`src/rtl/systolic_act_feeder_pkg.sv`:
```
// Shared definitions for the systolic activation feeder: PE control encodings,
// feeder FSM states and the state-to-control mapping.
package systolic_act_feeder_pkg;

    // PE control word; 2'b11 is reserved and never driven
    typedef enum logic [1:0] {
        PE_IDLE         = 2'b00,
        PE_WEIGHT_INPUT = 2'b01,
        PE_MULTIPLY     = 2'b10
    } pe_ctrl_e;

    typedef enum logic [1:0] {
        ST_IDLE    = 2'b00,
        ST_LOAD    = 2'b01,
        ST_COMPUTE = 2'b10,
        ST_DRAIN   = 2'b11
    } feeder_state_e;

    // LOAD feeds weights; COMPUTE and DRAIN keep PEs multiplying until flushed
    function automatic pe_ctrl_e state_ctrl(input feeder_state_e st);
        pe_ctrl_e ctrl;
        case (st)
            ST_LOAD:    ctrl = PE_WEIGHT_INPUT;
            ST_COMPUTE: ctrl = PE_MULTIPLY;
            ST_DRAIN:   ctrl = PE_MULTIPLY;
            default:    ctrl = PE_IDLE;
        endcase
        return ctrl;
    endfunction

endpackage

```
`src/rtl/systolic_act_feeder_skew_delay_line.sv`:
```
// Fixed-depth word delay line used to skew one array row; output is the last stage register.
module skew_delay_line #(
    parameter int WORD_WIDTH = 8,
    parameter int DEPTH      = 1
) (
    input  logic                  clk,
    input  logic                  reset_n,
    input  logic                  i_clear,
    input  logic [WORD_WIDTH-1:0] i_data,
    output logic [WORD_WIDTH-1:0] o_data
);

    logic [WORD_WIDTH-1:0] r_stage [DEPTH];

    always_ff @(posedge clk or negedge reset_n) begin
        if (!reset_n) begin
            r_stage[0] <= '0;
        end else if (i_clear) begin
            r_stage[0] <= '0;
        end else begin
            r_stage[0] <= i_data;
        end
    end

    generate
        for (genvar gi = 1; gi < DEPTH; gi++) begin : g_stage
            always_ff @(posedge clk or negedge reset_n) begin
                if (!reset_n) begin
                    r_stage[gi] <= '0;
                end else if (i_clear) begin
                    r_stage[gi] <= '0;
                end else begin
                    r_stage[gi] <= r_stage[gi-1];
                end
            end
        end
    endgenerate

    assign o_data = r_stage[DEPTH-1];

endmodule

```
`src/rtl/systolic_act_feeder.sv`:
```
// Activation feeder for a weight-stationary systolic array: sequences weight load,
// skews accepted activation vectors across rows, then drains the array.
module systolic_act_feeder
    import systolic_act_feeder_pkg::*;
#(
    parameter int WORD_WIDTH = 8,
    parameter int ARRAY_SIZE = 4
) (
    input  logic                             clk,
    input  logic                             reset_n,
    input  logic                             start,
    input  logic                             act_valid,
    input  logic                             act_last,
    input  logic [ARRAY_SIZE*WORD_WIDTH-1:0] act_in,
    output logic                             act_ready,
    output logic [ARRAY_SIZE*WORD_WIDTH-1:0] a_out,
    output logic [2*ARRAY_SIZE-1:0]          control_out,
    output logic                             busy,
    output logic                             done
);

    localparam int              CNT_W      = $clog2(2*ARRAY_SIZE);
    localparam logic [CNT_W-1:0] CNT_ONE    = CNT_W'(1);
    localparam logic [CNT_W-1:0] LOAD_LAST  = CNT_W'(ARRAY_SIZE-1);
    localparam logic [CNT_W-1:0] DRAIN_LAST = CNT_W'(2*ARRAY_SIZE-2);

    feeder_state_e    r_state;
    feeder_state_e    w_state_next;
    logic [CNT_W-1:0] r_cnt;
    logic [CNT_W-1:0] w_cnt_next;
    pe_ctrl_e         r_ctrl;
    logic             r_act_ready;
    logic             r_busy;
    logic             r_done;
    logic             w_handshake;
    logic             w_clear;

    assign w_handshake = act_valid & r_act_ready;
    assign w_clear     = (r_state == ST_IDLE);

    always_comb begin
        w_state_next = r_state;
        w_cnt_next   = r_cnt;
        case (r_state)
            ST_IDLE: begin
                if (start) begin
                    w_state_next = ST_LOAD;
                    w_cnt_next   = '0;
                end
            end
            ST_LOAD: begin
                if (r_cnt == LOAD_LAST) begin
                    w_state_next = ST_COMPUTE;
                    w_cnt_next   = '0;
                end else begin
                    w_cnt_next = r_cnt + CNT_ONE;
                end
            end
            ST_COMPUTE: begin
                if (w_handshake && act_last) begin
                    w_state_next = ST_DRAIN;
                    w_cnt_next   = '0;
                end
            end
            ST_DRAIN: begin
                if (r_cnt == DRAIN_LAST) begin
                    w_state_next = ST_IDLE;
                    w_cnt_next   = '0;
                end else begin
                    w_cnt_next = r_cnt + CNT_ONE;
                end
            end
            default: begin
                w_state_next = ST_IDLE;
                w_cnt_next   = '0;
            end
        endcase
    end

    // Outputs are registered from the next state so they line up with r_state;
    // done is high during the final DRAIN cycle.
    always_ff @(posedge clk or negedge reset_n) begin
        if (!reset_n) begin
            r_state     <= ST_IDLE;
            r_cnt       <= '0;
            r_ctrl      <= PE_IDLE;
            r_act_ready <= 1'b0;
            r_busy      <= 1'b0;
            r_done      <= 1'b0;
        end else begin
            r_state     <= w_state_next;
            r_cnt       <= w_cnt_next;
            r_ctrl      <= state_ctrl(w_state_next);
            r_act_ready <= (w_state_next == ST_COMPUTE);
            r_busy      <= (w_state_next != ST_IDLE);
            r_done      <= (w_state_next == ST_DRAIN) && (w_cnt_next == DRAIN_LAST);
        end
    end

    assign act_ready = r_act_ready;
    assign busy      = r_busy;
    assign done      = r_done;

    generate
        for (genvar gi = 0; gi < ARRAY_SIZE; gi++) begin : g_row
            logic [WORD_WIDTH-1:0] w_row_in;

            // Cycles without a handshake inject a zero bubble
            assign w_row_in = w_handshake ? act_in[gi*WORD_WIDTH +: WORD_WIDTH] : '0;
            assign control_out[2*gi +: 2] = r_ctrl;

            skew_delay_line #(
                .WORD_WIDTH (WORD_WIDTH),
                .DEPTH      (gi + 1)
            ) u_delay (
                .clk     (clk),
                .reset_n (reset_n),
                .i_clear (w_clear),
                .i_data  (w_row_in),
                .o_data  (a_out[gi*WORD_WIDTH +: WORD_WIDTH])
            );
        end
    endgenerate

endmodule

```
`config.mk`:
```
export PLATFORM = sky130hd
export DESIGN_NAME = systolic_act_feeder
export DESIGN_NICKNAME = d
export VERILOG_FILES = /design/src/rtl/systolic_act_feeder_pkg.sv /design/src/rtl/systolic_act_feeder_skew_delay_line.sv /design/src/rtl/systolic_act_feeder.sv
export SDC_FILE = /design/constraint.sdc
export NUM_CORES = 1
export LEC_CHECK = 0
export CAP_MARGIN = 10
export CORE_UTILIZATION = 66
export CTS_CLUSTER_DIAMETER = 60
export DETAILED_ROUTE_END_ITERATION = 8
export DONT_BUFFER_PORTS = 1
export PLACE_DENSITY = 0.88
export SLEW_MARGIN = 20
export SYNTH_ARGS = -nofsm -noshare
export SYNTH_HDL_FRONTEND = slang
export SYNTH_SLANG_ARGS = --single-unit
```
`constraint.sdc`:
```
create_clock -name clk -period 3.36 [get_ports clk]
set_input_delay 0.168 -clock clk [delete_from_list [all_inputs] [get_ports clk]]
set_output_delay 0.168 -clock clk [all_outputs]
set_load 0.01 [all_outputs]
```
# --- After elaboration in Yosys (flattened, before gate mapping) ---
# Cells that the tools add are included.
totals:
  out_inout_bits: 43
  inputBits: 37
  elab_cells: 57
  register_bits: 90
op_classes:
  addsub: 1
  n_mux: 25
  n_reduce_logical: 5
  n_eq_ne: 9
  bitwise: 1
op_table:
  columns: ["operator", "n"]
  rows:
  - ["$mux 8", 14]
  - ["$mux 3", 4]
  - ["$pmux 3 s4", 1]
  - ["$eq 2x2->1 const B", 4]
  - ["$mux 2", 4]
  - ["$pmux 2 s4", 1]
  - ["$eq 3x3->1 const B", 2]
  - ["$eq 2x1->1 const B", 2]
  - ["$pmux 2 s2", 1]
  - ["$add 3x1->3 const B", 1]
  - ["$eq 3x2->1 const B", 1]
  - ["$logic_and 1x1->1", 2]
  - ["$logic_not 2->1", 1]
  - ["$reduce_bool 2->1", 1]
  - ["$reduce_or 2->1", 1]
  - ["$and 1x1->1", 1]

# --- Logic depth before layout (Yosys ltp) ---
depth:
  ltp_word: 7
  ltp_mapped: 5
  depth_no_buf: 5

# --- Cells and area by module ---
# A second synthesis with hierarchy kept.
unflattened:
  hier_cells: 284
  hier_area_um2: 3607.2
modules_own_cells:
  columns: ["module", "cells_per_inst", "instances", "seq_area_each_um2", "area_each_um2"]
  rows:
  - ["skew_delay_line at g_row[3].u_delay", 75, 1, 800.8, 1083.5]
  - ["skew_delay_line at g_row[2].u_delay", 58, 1, 600.6, 873.3]
  - ["systolic_act_feeder", 94, 1, 225.2, 795.8]
  - ["skew_delay_line at g_row[1].u_delay", 41, 1, 400.4, 604.3]
  - ["skew_delay_line at g_row[0].u_delay", 16, 1, 200.2, 250.2]

# --- Worst setup path before layout ---
# OpenSTA, ideal clock, no wires.
synth_timing:
  path_type: "register to register"
  from: "register r_cnt[0]"
  to: "register r_cnt[2]"
  setup_ps: 126
  period_less_slack_ps: 1311
  n_path_buf: 0
  t_required_ps: 3234
  stages_incl_launch_ff: 5
  path_slack_ps: 2049
  arrival_ps: 1185
  path_cell_list: "dfrtp_1 ha_1 ha_1 nor3_2 a221o_1"
synth_between:
  elab_chain_len: 3
  elab_cells_between_ends: 6
  classes_between: "1 x add/sub; 2 x eq/ne; 3 x mux"
synth_lines:
  columns: ["element", "line", "text"]
  rows:
  - ["start: declaration", "systolic_act_feeder.sv:29", "logic [CNT_W-1:0] r_cnt;"]
  - ["start signal: assignment", "systolic_act_feeder.sv:92", "r_cnt <= w_cnt_next;"]
  - ["$add 3x1->3, or another cell as far along", "systolic_act_feeder.sv:56, systolic_act_feeder.sv:70", null]
  - ["$mux 3 (on tied branches)", "systolic_act_feeder.sv:66, systolic_act_feeder.sv:52", null]
  - ["$pmux 3 s4 (*)", "systolic_act_feeder.sv:44", "case (r_state)"]
  - ["net w_cnt_next[2]", "systolic_act_feeder.sv:30", "logic [CNT_W-1:0] w_cnt_next;"]
# Mark *: on every way through the listed nets, which the timed path passes. The rest lies on a longest branch.

==> results.tsv <==
metric	value	unit
yosys.area_share.simple	17.9	%
floorplan.initialDensity	69.0	%
synth.avg_cell_area	13.3	um2
syn_area	3300	um2
max_slew_margin_vs_limit	41.6	%
grt_first_pass_wirelength	7580	um
finalPower	2.51	mW
clock_skew	0.00557	ns
run_status	finished clean	
max-cap-violations	0	
core_area	4790	um2
post_drt_wl_per_cell	14.2	um
crit_arrival	2.27	ns
asyncSetResetFlopFracSynth	100	%
rrSetupSlack	1.36	ns
synth_top_area_share	67.4	%
synth.area.top_cells	sky130_fd_sc_hd__dfrtp_1 (67%), sky130_fd_sc_hd__nor2b_1 (9.7%), sky130_fd_sc_hd__buf_4 (7.5%)	
cts-htree-levels	3	
comb_power_share	16.7	%
insertedDiodeCount	0	
grt_setup_unrepaired	false	
worst-r2r-cell-count	3	
synth_area_leader_cell	sky130_fd_sc_hd__dfrtp_1	
fin_cells	326	
pwr-share-clk	26.0	%
crit-reg2reg-launch	r_ctrl[1]$_DFF_PN0_	
synth-adder-area-share	1.89	%
swShare	29.6	%
cts_inserted_buffers	9	
die-width	72.8	um
p_leak	1.85	nW
timing.critical_path.required	3.63	ns
min-delay-path-class	in -> reg	
io_pins	80	
detailed_place.area	3100	um2
syn_inst	248	
synth_warnings	0	
synth-edff-count	0	
synth.mux.area_fraction	0.606	%
n_fill_cell	307	
max-vdd-ir-drop	0.612	mV
internal-power	1.77	mW
worst-slew-pin-transition	0.875	ns
gp_routability_congestion	0.744	
destination_of_the_worst_register_to_register_timing_path	g_row[1].u_delay.r_stage[14]$_DFF_PN0_	
postCtsSetupBuffers	0	
worst_hold_start	start	
timing.critical_path.to_type	register	
post-route-worst-setup-slack	1.36	ns
ys_dominant_reg_cell	sky130_fd_sc_hd__dfrtp_1	
dieHeight	72.8	um
worstSkewPairLatency	0.34	ns
ant_nets	0	
synth_cell_type_count	26	
drt-initial-drc-count	96	
achievable-frequency	501	MHz
placed_cells_incl_taps	275	
timing.critical_path.fanout_max	32	
via_per_inst	4.84	
timing.final.setup_violations	0	
final_layout_size_suffix_gt1_share	8.11	%
cts_tree	built	
post_cts_hold_buffer_count	35	
detailroute.via_count	1578	
dominant_combinational_cell_family_by_area_after_synthesis	simple AND/OR/NAND/NOR gates	
layout.cells.most_common	sky130_fd_sc_hd__dfrtp_1	
path_class	reg -> reg	
final_core_util	76.3	%
grt_overflow	0	
via_count_of_the_first_global_routing_pass	1664	
place_ws	1.39	ns
cts_root_buf	sky130_fd_sc_hd__clkbuf_8	
layout.cell_area.non_filler	3650	um2
cts_resized	0	
num_rows	25	
synth_sequential_area_ratio	67.4	%
final.hold.worst_slack	0.0673	ns
buffer_ports.inserted	0	
totalNegativeSetupSlack	0	ns
sequentialPowerShare	57.3	%
clock_sinks	89	
total_switching_power	0.743	mW
layout.cells.most_common_list	sky130_fd_sc_hd__dfrtp_1 (89), sky130_fd_sc_hd__nor2b_1 (51), sky130_fd_sc_hd__dlygate4sd3_1 (34)	
area.sequential	2230	um2
synth-compound-area-share	2.65	%
drt-total-wl	4610	um
final.min_clock_period	2.00	ns
fin_crit_sh	59.4	%
clock_tree.buffer_depth	2	
multi_input_comb_area	767	um2
report.final.slew_viol_count	0	
worst_setup_hold_path_clk_slew	0.08	ns
first_pass_iters	4	
worstSetupStartpointType	register	
whs_endpoint	busy$_DFF_PN0_	
finish.net_count	296	
timing.hold.worst_path_depth	2	
power_per_cell_area	688	nW/um2
grt_start_max_net_pins	90	
post_synth_xor_area_fraction	0	%
antenna_found_initial	0	
design.die.area	5290	um2
detail_route.drc_violations	0	
gr_usage_total	19.9	%
flow.area_growth_from_synthesis	10.5	%
register_bit_count_reported_by_yosys	89	
mappedNetlistNets	290	
timing.final.hold_violations	0	
place.detailed.hpwl	2620	um
==> registers in the layout, summed over array words and instances, names as in the netlist <==
signal,cells
g_row.u_delay.r_stage,48
g_row.u_delay.o_data,32
r_cnt,3
r_ctrl,2
act_ready,1
busy,1
done,1
r_state,1
==> worst max-delay path by stage <==
stage	startpoint	end	slack, ns	depth (start not counted)
global route	r_ctrl[1]$_DFF_PN0_	g_row[1].u_delay.r_stage[8]$_DFF_PN0_	1.16	3
global placement	r_ctrl[1]$_DFF_PN0_	g_row[1].u_delay.r_stage[10]$_DFF_PN0_	1.45	3
detailed placement	r_ctrl[1]$_DFF_PN0_	g_row[1].u_delay.r_stage[14]$_DFF_PN0_	1.39	3
CTS	r_ctrl[1]$_DFF_PN0_	g_row[1].u_delay.r_stage[14]$_DFF_PN0_	1.37	3
floorplan	r_cnt[0]$_DFF_PN0_	r_cnt[2]$_DFF_PN0_	2.05	4
finish	r_ctrl[1]$_DFF_PN0_	g_row[1].u_delay.r_stage[14]$_DFF_PN0_	1.36	3
==> cells by family after synthesis <==
kind of cell	count (synthesis)
AOI/OAI and AO/OA	11
adders and majority gates	5
buffers and inverters	45
DFF	89
muxes	2
and+or+nand+nor	96
==> area by class of cell <==
| cell class | count | area share [%] |
|---|---|---|
| clock buffers | 12 | 4.25 |
| flip-flops and latches | 89 | 61.0 |
| repair buffers | 36 | 10.3 |
| well taps | 67 | 2.30 |
| inverters | 4 | 0.411 |
| multi-input cells | 114 | 21.0 |
| clock inverters | 4 | 0.720 |
==> metal layers <==
layer / wire (um) / up-vias / global-route usage (%)
li1: - / 746 / -
met1: 1840 / 775 / 23.2
met2: 2480 / 48 / 33.9
met4: 74 / 0 / 9.80
met3: 221 / 9 / 5.66
met5: 0 / - / 0
==> cell usage after synthesis (2+ instances only) <==
master / count
sky130_fd_sc_hd__a22o_1: 2
sky130_fd_sc_hd__a31oi_1: 2
sky130_fd_sc_hd__and2_1: 33
sky130_fd_sc_hd__and3_1: 2
sky130_fd_sc_hd__buf_2: 6
sky130_fd_sc_hd__buf_4: 33
sky130_fd_sc_hd__buf_6: 2
sky130_fd_sc_hd__dfrtp_1: 89
sky130_fd_sc_hd__ha_1: 5
sky130_fd_sc_hd__inv_1: 4
sky130_fd_sc_hd__mux2i_1: 2
sky130_fd_sc_hd__nand2_1: 2
sky130_fd_sc_hd__nor2_1: 2
sky130_fd_sc_hd__nor2_2: 2
sky130_fd_sc_hd__nor2b_1: 51
==> critical path: stages, from the launching register on <==
cell	delay (ns)
sky130_fd_sc_hd__dfrtp_1	0.88
sky130_fd_sc_hd__nor2_4	0.09
sky130_fd_sc_hd__nor2_2	0.71
sky130_fd_sc_hd__and2_1	0.24
==> power by group through the flow <==
stage          clock network, mW  registers [mW]  logic [mW]
5_1_grt                    0.722            1.47       0.476
4_1_cts                    0.669            1.44       0.423
6_report                   0.654            1.44       0.419
3_5_place_dp                   0            1.46       0.368
3_3_place_gp                   0            1.45       0.343
2_1_floorplan                  0            1.36       0.511
(Power assumes the default switching activity.)
